$ cat src/rtl/descriptor_arbiter.sv
// descriptor_arbiter
//   Merges the left and right descriptor streams onto one back-pressured
//   descriptor bus. Each side is buffered in its own FIFO. The single output
//   slot is granted round-robin, and each word is tagged with its source side.
//   One m_done pulse is issued after both sides report done and every buffered
//   word has been handed off.
//
// Ports
//   clk, rst_n                   clock, synchronous active-low reset
//   l_valid/l_keypoint/l_channels/l_done   left descriptor stream
//   r_valid/r_keypoint/r_channels/r_done   right descriptor stream
//   m_ready                      consumer accepts the current output word
//   m_valid/m_side/m_keypoint/m_channels   output word (side 0=left, 1=right)
//   m_done                       one-cycle frame-complete pulse
//   l_overflow, r_overflow       sticky per-side drop flags

// Per-side FIFO. Holds {keypoint, channels}. A push into a full FIFO is
// accepted only when the same cycle also pops. Otherwise the word is dropped
// and the overflow flag is set.
module descriptor_fifo #(
    parameter int DEPTH  = 8,
    parameter int ADDR_W = 3
) (
    input  logic        clk,
    input  logic        rst_n,
    input  logic        push,
    input  logic [95:0] data,
    input  logic        pop,
    output logic        empty,
    output logic [95:0] head,
    output logic        overflow
);
    localparam logic [ADDR_W:0] FULL_CNT = (ADDR_W + 1)'(DEPTH);

    logic [95:0]       mem [DEPTH];
    logic [ADDR_W-1:0] wr_ptr;
    logic [ADDR_W-1:0] rd_ptr;
    logic [ADDR_W:0]   count;
    logic              do_push;
    logic              do_pop;

    assign empty   = (count == '0);
    assign head    = mem[rd_ptr];
    assign do_pop  = pop && !empty;
    assign do_push = push && ((count != FULL_CNT) || do_pop);

    // Storage carries no reset. Only the pointers and count define validity.
    always_ff @(posedge clk) begin
        if (do_push)
            mem[wr_ptr] <= data;
    end

    always_ff @(posedge clk) begin
        if (!rst_n) begin
            wr_ptr   <= '0;
            rd_ptr   <= '0;
            count    <= '0;
            overflow <= 1'b0;
        end else begin
            if (do_push) wr_ptr <= wr_ptr + 1'b1;
            if (do_pop)  rd_ptr <= rd_ptr + 1'b1;
            case ({do_push, do_pop})
                2'b10:   count <= count + 1'b1;
                2'b01:   count <= count - 1'b1;
                default: count <= count;
            endcase
            if (push && !do_push)
                overflow <= 1'b1;
        end
    end
endmodule

module descriptor_arbiter #(
    parameter int DEPTH  = 8,
    parameter int ADDR_W = 3
) (
    input  logic        clk,
    input  logic        rst_n,
    input  logic        l_valid,
    input  logic [31:0] l_keypoint,
    input  logic [63:0] l_channels,
    input  logic        l_done,
    input  logic        r_valid,
    input  logic [31:0] r_keypoint,
    input  logic [63:0] r_channels,
    input  logic        r_done,
    input  logic        m_ready,
    output logic        m_valid,
    output logic        m_side,
    output logic [31:0] m_keypoint,
    output logic [63:0] m_channels,
    output logic        m_done,
    output logic        l_overflow,
    output logic        r_overflow
);
    typedef struct packed {
        logic [31:0] keypoint;
        logic [63:0] channels;
    } desc_t;

    typedef enum logic [1:0] {ST_IDLE, ST_WAIT, ST_DRAIN, ST_FINISH} state_t;

    // Index 0 = left, 1 = right, so the side index is also the m_side tag.
    logic  [1:0] side_valid;
    logic  [1:0] side_pop;
    logic  [1:0] side_empty;
    logic  [1:0] side_ovf;
    desc_t [1:0] side_in;
    desc_t [1:0] side_head;

    assign side_valid = {r_valid, l_valid};
    assign side_in[0] = {l_keypoint, l_channels};
    assign side_in[1] = {r_keypoint, r_channels};

    for (genvar g = 0; g < 2; g++) begin : g_side
        descriptor_fifo #(
            .DEPTH  (DEPTH),
            .ADDR_W (ADDR_W)
        ) u_fifo (
            .clk      (clk),
            .rst_n    (rst_n),
            .push     (side_valid[g]),
            .data     (side_in[g]),
            .pop      (side_pop[g]),
            .empty    (side_empty[g]),
            .head     (side_head[g]),
            .overflow (side_ovf[g])
        );
    end

    assign l_overflow = side_ovf[0];
    assign r_overflow = side_ovf[1];

    // Output slot and round-robin grant.
    logic last_grant;
    logic slot_free;
    logic grant_right;
    logic load;

    assign slot_free = !m_valid || m_ready;
    // Right wins when it is the only non-empty side, or when both are non-empty
    // and left had the last grant.
    assign grant_right = !side_empty[1] && (side_empty[0] || !last_grant);
    assign load        = slot_free && !(&side_empty);
    assign side_pop    = {load && grant_right, load && !grant_right};

    always_ff @(posedge clk) begin
        if (!rst_n) begin
            m_valid    <= 1'b0;
            m_side     <= 1'b0;
            m_keypoint <= '0;
            m_channels <= '0;
            last_grant <= 1'b1;
        end else if (slot_free) begin
            if (load) begin
                m_valid                  <= 1'b1;
                m_side                   <= grant_right;
                {m_keypoint, m_channels} <= side_head[grant_right];
                last_grant               <= grant_right;
            end else begin
                m_valid <= 1'b0;
            end
        end
    end

    // Frame-done tracking.
    state_t state;
    logic   l_done_seen;
    logic   r_done_seen;
    logic   l_seen_nx;
    logic   r_seen_nx;

    assign l_seen_nx = l_done_seen || l_done;
    assign r_seen_nx = r_done_seen || r_done;

    always_ff @(posedge clk) begin
        if (!rst_n) begin
            state       <= ST_IDLE;
            l_done_seen <= 1'b0;
            r_done_seen <= 1'b0;
            m_done      <= 1'b0;
        end else begin
            m_done <= 1'b0;
            case (state)
                ST_IDLE: begin
                    l_done_seen <= l_seen_nx;
                    r_done_seen <= r_seen_nx;
                    if (l_seen_nx && r_seen_nx)
                        state <= ST_DRAIN;
                    else if (l_seen_nx || r_seen_nx)
                        state <= ST_WAIT;
                end
                ST_WAIT: begin
                    l_done_seen <= l_seen_nx;
                    r_done_seen <= r_seen_nx;
                    if (l_seen_nx && r_seen_nx)
                        state <= ST_DRAIN;
                end
                ST_DRAIN: begin
                    // The last pending word leaves on this edge, or the slot is already empty.
                    if ((&side_empty) && slot_free) begin
                        state  <= ST_FINISH;
                        m_done <= 1'b1;
                    end
                end
                ST_FINISH: begin
                    // Any done input seen in this cycle is deliberately dropped.
                    l_done_seen <= 1'b0;
                    r_done_seen <= 1'b0;
                    state       <= ST_IDLE;
                end
                default: state <= ST_IDLE;
            endcase
        end
    end
endmodule
$ cat config.mk
export PLATFORM = sky130hd
export DESIGN_NAME = descriptor_arbiter
export DESIGN_NICKNAME = d
export VERILOG_FILES = /design/src/rtl/descriptor_arbiter.sv
export SDC_FILE = /design/constraint.sdc
export NUM_CORES = 1
export LEC_CHECK = 0
export CAP_MARGIN = 20
export CORE_ASPECT_RATIO = 1.5
export CORE_UTILIZATION = 55
export CTS_CLUSTER_SIZE = 25
export DETAILED_ROUTE_END_ITERATION = 8
export GPL_ROUTABILITY_DRIVEN = 0
export PLACE_DENSITY = 0.79
export SLEW_MARGIN = 20
export SYNTH_ARGS = -nofsm -noshare
export SYNTH_HDL_FRONTEND = slang
export SYNTH_SLANG_ARGS = --single-unit
$ cat constraint.sdc
create_clock -name clk -period 18.95 [get_ports clk]
set_input_delay 3.79 -clock clk [delete_from_list [all_inputs] [get_ports clk]]
set_output_delay 3.79 -clock clk [all_outputs]
set_load 0.02 [all_outputs]
Yosys cells after proc, flatten, opt, wreduce, memory -nomap -nowiden
Memories as Yosys holds them, arrays and structs flattened. A register that Yosys moved wholly into a read port is not among the register bits.
Cells that the tools add are included.
{ "classes": {"n_addsub": 8, "order_cmp": 1, "n_eq_ne": 12, "n_mux": 21, "reduce_logical": 38} }
{ "op_table": {"columns": ["op", "n"], "rows": [
  ["96-bit two-way mux", 2],
  ["4-bit one-hot mux with 2 select lines", 2],
  ["3-bit by 1-bit adder with 3-bit output (second input constant)", 4],
  ["1-bit logical AND", 12],
  ["3-bit two-way mux", 4],
  ["4-bit by 1-bit adder with 4-bit output (second input constant)", 2],
  ["2-bit equality test (second input constant)", 4],
  ["1-bit zero test", 8],
  ["4-bit zero test", 2],
  ["2-bit two-way mux", 4],
  ["4-bit != test (second input constant)", 2],
  ["2-bit one-hot mux with 4 select lines", 1],
  ["4-bit by 1-bit subtractor with 4-bit output (second input constant)", 2],
  ["1-bit logical OR", 7],
  ["2-bit by 1-bit equality test with 1-bit output (second input constant)", 3],
  ["1-bit two-way mux", 6],
  ["2-bit AND reduction", 3],
  ["2-bit nonzero test", 3],
  ["2-bit != test (second input constant)", 2],
  ["1-bit one-hot mux with 2 select lines", 2],
  ["3-bit != test (second input constant)", 1],
  ["3-bit AND reduction", 1],
  ["2-bit zero test", 1],
  ["1-bit by 2-bit less-than comparator with 1-bit output (second input constant)", 1],
  ["2-bit OR reduction", 1]
]} }
{ "word_totals": {"ff_bits": 126, "ram_bits": 1536, "inputBits": 199, "out_inout_bits": 101, "word_cells": 99, "memories": 2} }
{ "memory_table": {"columns": ["memory", "depth", "width", "read_ports", "rd_clocked_by_memory_dff", "wr", "line", "text"], "rows": [
  ["g_side[0].u_fifo.mem", 8, 96, 1, 1, 1, "35", "logic [95:0] mem [DEPTH];"],
  ["g_side[1].u_fifo.mem", 8, 96, 1, 1, 1, "35", null]
]} }

Logic depth before layout (Yosys ltp)
Gate-level depths: netlist (run 1).
{ "depth": {"word_depth": 10, "ltp_mapped": 12, "mapped_depth_nobuf": 11} }

Modules after synthesis
A second synthesis (run 1) with hierarchy kept.
{ "unflattened": {"hier_cells": 2772, "hier_area_um2": 63279.4} }
{ "by_module_without_submodules": {"columns": ["module", "n_inst", "cells_per_inst", "area_each_um2", "seq_area_each_um2"], "rows": [
  ["descriptor_fifo", 2, 1196, 29575.9, 23342.4],
  ["descriptor_arbiter", 1, 380, 4127.7, 2082.0]
]} }

Worst setup path before layout (run 1)
OpenSTA, ideal clock, no wires.
{ "synth_path": {"kind": "input-to-reg", "start": "input port m_ready", "end": "memory g_side[0].u_fifo.mem[1][0] (enable)", "setup_ns": 0.820, "t_arrival_ns": 14.446, "t_required_ns": 18.130, "setup_slack_ns": 3.684, "path_stages": 6, "n_path_buf": 1, "cell_sequence": "nand2b_1 clkbuf_1 o211ai_1 inv_2 o21ai_2 nor4b_1"} }
{ "synth_via": {"elab_chain_len": 8} }
{ "synth_lines": {"columns": ["item", "line", "text"], "rows": [
  ["from (decl)", "87", "input logic m_ready,"],
  ["1-bit logical OR", "140", "assign slot_free = !m_valid || m_ready;"],
  ["1-bit logical AND", "144", "assign load = slot_free && !(&side_empty);"],
  ["1-bit logical AND", "145", "assign side_pop = {load && grant_right, load && !grant_right};"],
  ["1-bit logical AND", "44", "assign do_pop = pop && !empty;"],
  ["1-bit logical OR", "45", "assign do_push = push && ((count != FULL_CNT) || do_pop);"],
  ["1-bit logical AND", "45", null],
  ["1-bit two-way mux", "49", "if (do_push)"],
  ["1-bit two-way mux (implied by the code)", "50", "mem[wr_ptr] <= data;"],
  ["to (decl)", "35", null]
]} }
No other way between the ends.

Final worst setup path (run 1)
{ "layout_path": {"start": "input port m_ready", "end": "memory g_side[0].u_fifo.mem[2][84] (enable)"} }
Same word-level chain as after synthesis.

==> flow_summary_export.csv, run 1 <==
group,metric,value,unit
outcome,status,"complete, no violations",
cts,insertion_delay,0.75,ns
layout,utilization,63.7,%
cts,clk_path_buf_depth,3,
die,dieArea,115000,µm²
die,core,113000,µm²
route,via_count,29778,
yosys,synth_top_area_share,73.7,%
route,drt-pass1-iter-count,5,
global_routing,gr-usage-all-layers,25.2,%
yosys,synth_area,62600,µm²
setup_path,critical_path_class,"in2reg",
power,p_leak,22.4,nW
route,drt_wl_total,144000,µm
setup_path,required,19.31,ns
global_routing,antenna_found_initial,50,
layout,final_nets,3323,
cts,post_cts_resize_count,0,
yosys,synthArstFlopShare,0,%
timing,fin_skew,0.0315,ns
timing,hold_viol_final,0,
layout,fillers,7104,
run,maxCapViolCount,0,
global_routing,first_global_vias,31327,
global_routing,overflow,0,
cts,cts_tree,"done",
timing,finalMaxSlewViolations,0,
timing,setup_viol,0,
yosys,synth_warnings,0,
yosys,synth_seq_cells,1668,
die,die_h,415,µm
timing,finalSetupTns,0,ns
place,io_buffers,299,
layout,multi_input_area,13300,µm²
place,placed_area,67300,µm²
cts,clock-sinks,1668,
cts,cts_setup_buffers,0,
yosys,yosysTopAreaCell,"edfxtp_1",
power,peakVddDrop,112,µV
route,vias_per_cell,6.33,
yosys,synth_edf_count,1536,
cts,postCtsHoldBufs,0,
route,post_drt_wl_per_cell,30.7,µm
cts,htreeDepth,4,
setup_path,crit_fanout,50,
global_routing,grt_pass1_wl,210000,µm
place,hpwl,82700,µm
setup_path,crit_path_end_kind,"flop",
timing,timing.fmax,143,MHz
die,initial_utilization,55.4,%
yosys,synth-seq-area-share,77.9,%
yosys,synth_flop_cell,"edfxtp_1",
cts,clk_pin_slew,0.06,ns
timing,fin_ws,11.98,ns
power,finalPower,9.08,mW
timing,worstMarginPinSlew,1.24,ns
route,drt_first_iter_violations,2913,
route,detail-route-antenna-nets,0,
global_routing,grt_start_max_net_pins,148,
layout,fin_area,72000,µm²
setup_path,start_kind,"input pin",
timing,max-slew-margin-rel,17.0,%
yosys,syn_area_per_cell,22.7,µm²
min_path,worstHoldPathType,"reg2reg",
power,powerDensity,126,nW/µm²
yosys,ys_top_cells_by_area,"edfxtp_1 74%, mux4_2 14%, dfxtp_1 4.2%",
setup_path,r2r_slack,14.99,ns
route,drc_errors,0,
die,rows,151,
layout,seq_area,48800,µm²
timing,period_needed,6.97,ns
layout,drive_gt1_share,23.8,%
place,pre_cts_ws,11.26,ns
die,ioPinCount,300,
timing,post-route-period-util,36.8,%
yosys,synth_fp_nets,2974,
die,die-width,277,µm
setup_path,crit_arrival,7.33,ns
yosys,netlist_instances,2759,
yosys,yosysUniqueCellTypes,51,
timing,grt_setup_unrepaired,"no",
cts,numCtsBuffers,144,
layout,syn_to_final_growth,15.0,%
cts,clockRootBuffer,"clkbuf_16",
## cell type report
cell class                      instances  share of cell area, %
Timing Repair Buffer                  351                   4.74
Sequential cell                      1668                   67.7
Clock buffer                          196                   5.57
Multi-Input combinational cell        931                   18.4
Inverter                               12                 0.0625
Tap cell                             1453                   2.52
Clock inverter                         64                  0.858
Antenna cell                           28                 0.0973
## worst paths after layout
| kind | start | endpoint | cells past startpoint |
|---|---|---|---|
| hold reg to reg | m_side | m_side | 2 |
| hold / removal | m_side | m_side | 2 |
| setup reg to reg | g_side[1].u_fifo.count[0] | g_side[0].u_fifo.mem[2][84] | 7 |
| setup / recovery | m_ready | g_side[0].u_fifo.mem[2][84] | 8 |
## cells in the final DEF, fill, tap and decap left out, types with 49 or more instances in the layout
| cell type | n |
|---|---|
| mux4_2 | 384 |
| clkbuf_16 | 149 |
| mux2i_1 | 107 |
| a221o_1 | 96 |
| clkdlybuf4s50_1 | 299 |
| edfxtp_1 | 1536 |
| mux2_2 | 96 |
| buf_4 | 49 |
| dfxtp_1 | 126 |
| nor2_1 | 121 |
## through the flow
stage	instances	hold slack (ns)
floorplan	2759	0.454
global placement	4415	0.469
detailed placement	4415	0.466
CTS	4675	0.479
global route	4695	0.508
finish	4703	0.478
## logic make-up after synthesis
kind of cell	Yosys count	share of synthesized area, %
AO/OA/AOI/OAI	133	1.94
XOR/XNOR	9	0.126
adder cells (fa/ha/maj)	16	0.332
buffers and inverters	160	1.14
flip-flops	1668	77.9
multiplexers	587	17.3
AND/OR/NAND/NOR	186	1.32
## worst max-delay path, cell delays in order
cell and delay [ns]:
clkdlybuf4s50_1 0.48, nand2b_1 0.39, o211ai_1 0.30, inv_2 0.19
o211ai_1 0.29, nor3_2 0.23, buf_4 0.67, buf_4 0.84
## power by group
part,internal [mW],switching (mW),total (mW)
Combinational,0.812,0.934,1.75
Sequential,4.27,0.155,4.43
Clock,1.64,1.27,2.90
Total,6.72,2.36,9.08
## cells in the mapped netlist, types with 2 or more instances
cell / n
a211oi_1: 2
a21o_1: 2
a21oi_1: 15
a221o_1: 96
buf_1: 8
buf_2: 50
buf_4: 6
buf_6: 4
clkbuf_1: 80
dfxtp_1: 132
edfxtp_1: 1536
ha_1: 15
inv_1: 11
mux2_2: 96
mux2i_1: 107
mux4_2: 384
nand2_1: 21
nand2b_1: 10
nand3b_1: 2
nand4_1: 2
nor2_1: 126
nor3_1: 8
nor4_1: 3
o2111ai_1: 2
o211ai_1: 3
o21ai_0: 3
o311ai_0: 2
or3_1: 2
or4_1: 2
xor2_1: 8
## state kept, by name, indices dropped and copies added, names as in the netlist, 2 cells and up, named ones only
signal and flops:
g_side.u_fifo.mem 1536, m_channels 64, m_keypoint 32, g_side.u_fifo.count 8, g_side.u_fifo.rd_ptr 6, g_side.u_fifo.wr_ptr 6, g_side.u_fifo.overflow 2, state 2
## per-layer routing
metal  up-vias  GRT usage (%)  share of wire [%]
met5         -              0               0.15
met4        34           10.7                3.8
met3       288           5.45                7.8
met2      1395           42.9                 52
met1     15735           31.5                 36
li1      12326              -                  -
Power figures use the tool's default switching activity.
==> run 2, diff against run 1 <==
--- a/config.mk
+++ b/config.mk
@@ -7,11 +7,11 @@
 export LEC_CHECK = 0
 export CAP_MARGIN = 20
 export CORE_ASPECT_RATIO = 1.5
-export CORE_UTILIZATION = 55
+export CORE_UTILIZATION = 54
 export CTS_CLUSTER_SIZE = 25
 export DETAILED_ROUTE_END_ITERATION = 8
 export GPL_ROUTABILITY_DRIVEN = 0
-export PLACE_DENSITY = 0.79
+export PLACE_DENSITY = 0.8
 export SLEW_MARGIN = 20
 export SYNTH_ARGS = -nofsm -noshare
 export SYNTH_HDL_FRONTEND = slang
==> constraint.sdc (replaced) <==
create_clock -name clk -period 6.29 [get_ports clk]
set_input_delay 1.258 -clock clk [delete_from_list [all_inputs] [get_ports clk]]
set_output_delay 1.258 -clock clk [all_outputs]
set_load 0.02 [all_outputs]
==> run 2 against run 1 <==
  * Total power rose to 3.0 times the previous value
  * Global-route usage fell by 0.11 points
  * Register-to-register slack got worse by 12 ns
  * Clock power rose to 3.1 times the previous value
  * Routed wire length rose by 0.92%
  * Clock-buffer cell count fell by 1
  * Critical path depth rose by 3
  * Cell count rose by 1.7%
  * Via count rose by 0.36%
  * Sequential power rose to 3.0 times the previous value
  * Highest routed layer unchanged
==> flow_summary_export.csv, run 2 (synthesis gave the netlist of run 1 again) <==
group,metric,value,unit
die,initial_utilization,54.6,%
route,vias_per_cell,6.25,
setup_path,max_stage_delay,0.57,ns
global_routing,grt_pass1_wl,211000,µm
cts,clockRootBuffer,"clkbuf_16",
timing,fin_ws,2.35,ns
cts,clock-sinks,1668,
layout,layout_commonest_cell,"edfxtp_1",
timing,grt_setup_unrepaired,"no",
layout,top_register,"g_side.u_fifo.mem",
cts,cts_setup_buffers,0,
route,drt_first_iter_violations,3176,
timing,max-slew-margin-rel,24.4,%
die,rows,152,
cts,post_cts_resize_count,0,
place,io_buffers,299,
layout,syn_to_final_growth,15.7,%
timing,setup_viol,0,
die,core,115000,µm²
layout,drive_gt1_share,23.8,%
global_routing,overflow,0,
setup_path,start_kind,"input pin",
power,powerDensity,381,nW/µm²
setup_path,critical_path_class,"in2reg",
place,hpwl,83200,µm
place,pre_cts_ws,1.66,ns
setup_path,cp_cell_sequence,"clkdlybuf4s50_1 > nand2b_1 > o211ai_1 > inv_2 > o21ai_2 > ha_1 > ha_1 > a21o_1 > a21oi_1 > mux2i_1 > mux2i_1",
run,maxCapViolCount,0,
die,die-width,280,µm
cts,clk_pin_slew,0.06,ns
outcome,status,"complete, no violations",
setup_path,r2r_start,"g_side[0].u_fifo.count[0]",
timing,worstMarginPinSlew,1.13,ns
die,die_h,419,µm
timing,post-route-period-util,62.7,%
cts,insertion_delay,0.77,ns
cts,htreeDepth,4,
layout,top_regs,"g_side.u_fifo.mem (1536), m_channels (64), m_keypoint (32)",
setup_path,critPathSlowestCell,"o21ai_2",
die,ioPinCount,300,
min_path,worstHoldPathType,"reg2reg",
cts,cts_tree,"done",
layout,final_nets,3323,
setup_path,crit_arrival,4.63,ns
setup_path,crit_fanout,8,
global_routing,first_global_vias,31427,
route,detail-route-antenna-nets,0,
setup_path,startpoint,"m_ready",
route,via_count,29885,
timing,finalSetupTns,0,ns
timing,finalMaxSlewViolations,0,
timing,hold_viol_final,0,
global_routing,grt_start_max_net_pins,153,
route,drt_wl_total,146000,µm
min_path,min_from,"m_channels[15]",
layout,largest_reg_flops,1536,
setup_path,required,6.98,ns
route,drt-pass1-iter-count,5,
layout,seq_area,48800,µm²
setup_path,crit_path_end_kind,"flop",
route,drc_errors,0,
power,peakVddDrop,340,µV
power,finalPower,27.6,mW
layout,fillers,7186,
timing,hold_slack,0.493,ns
power,p_leak,22.4,nW
timing,fin_skew,0.0374,ns
global_routing,gr-usage-all-layers,25.1,%
global_routing,antenna_found_initial,36,
cts,postCtsHoldBufs,0,
route,post_drt_wl_per_cell,30.4,µm
layout,multi_input_area,13300,µm²
layout,final_cell_mix,"1536 x edfxtp_1, 384 x mux4_2, 299 x clkdlybuf4s50_1, 153 x clkbuf_16, 126 x dfxtp_1",
cts,numCtsBuffers,146,
cts,clk_path_buf_depth,3,
die,dieArea,117000,µm²
timing,period_needed,3.94,ns
timing,timing.fmax,254,MHz
run 2: path summary, 6_finish.rpt:
| path | to | slack, ns | cells after the start |
|---|---|---|---|
| min | m_channels[15] | 0.49 | 1 |
| max | g_side[0].u_fifo.count[3] | 2.35 | 11 |
| min reg2reg | m_channels[15] | 0.49 | 1 |
| max reg2reg | g_side[0].u_fifo.count[3] | 2.61 | 10 |
run 2: cell type report:
class,instances,area share (%)
inverters,12,0.0622
repair buffers,349,4.90
clock buffers,195,5.61
diodes,14,0.0484
multi-input cells,931,18.4
flip-flops and latches,1668,67.3
clock inverters,76,0.957
well taps,1540,2.66
run 2: metrics by stage:
stage,area (µm²),cells,utilization (%)
final,72400,4785,63.2
after global routing,72400,4779,63.2
after CTS,72400,4770,63.1
after detailed placement,67600,4499,59.0
after global placement,67600,4499,59.0
after floorplan,62700,2759,-
run 2: layer usage:
layer	global-route usage, %	up-vias	part of all wire [%]
met1	31.9	15670	36
met4	8.69	38	3.2
li1	-	12334	-
met3	5.49	310	8.4
met5	0	-	0.16
met2	42.9	1533	52
run 2: critical path, delay by kind of cell:
kind,cells,cell delay (ns)
simple gates,1,0.36
buf+inv,2,0.59
compound gates,4,1.33
fa+ha+maj,2,0.62
mux,2,0.47
run 2: power by group:
group / leakage, nW / switching (mW) / internal (mW)
Clock: 2.33 / 3.92 / 4.98
Sequential: 15.0 / 0.512 / 12.9
Combinational: 5.07 / 2.82 / 2.47
Total: 22.4 / 7.25 / 20.3
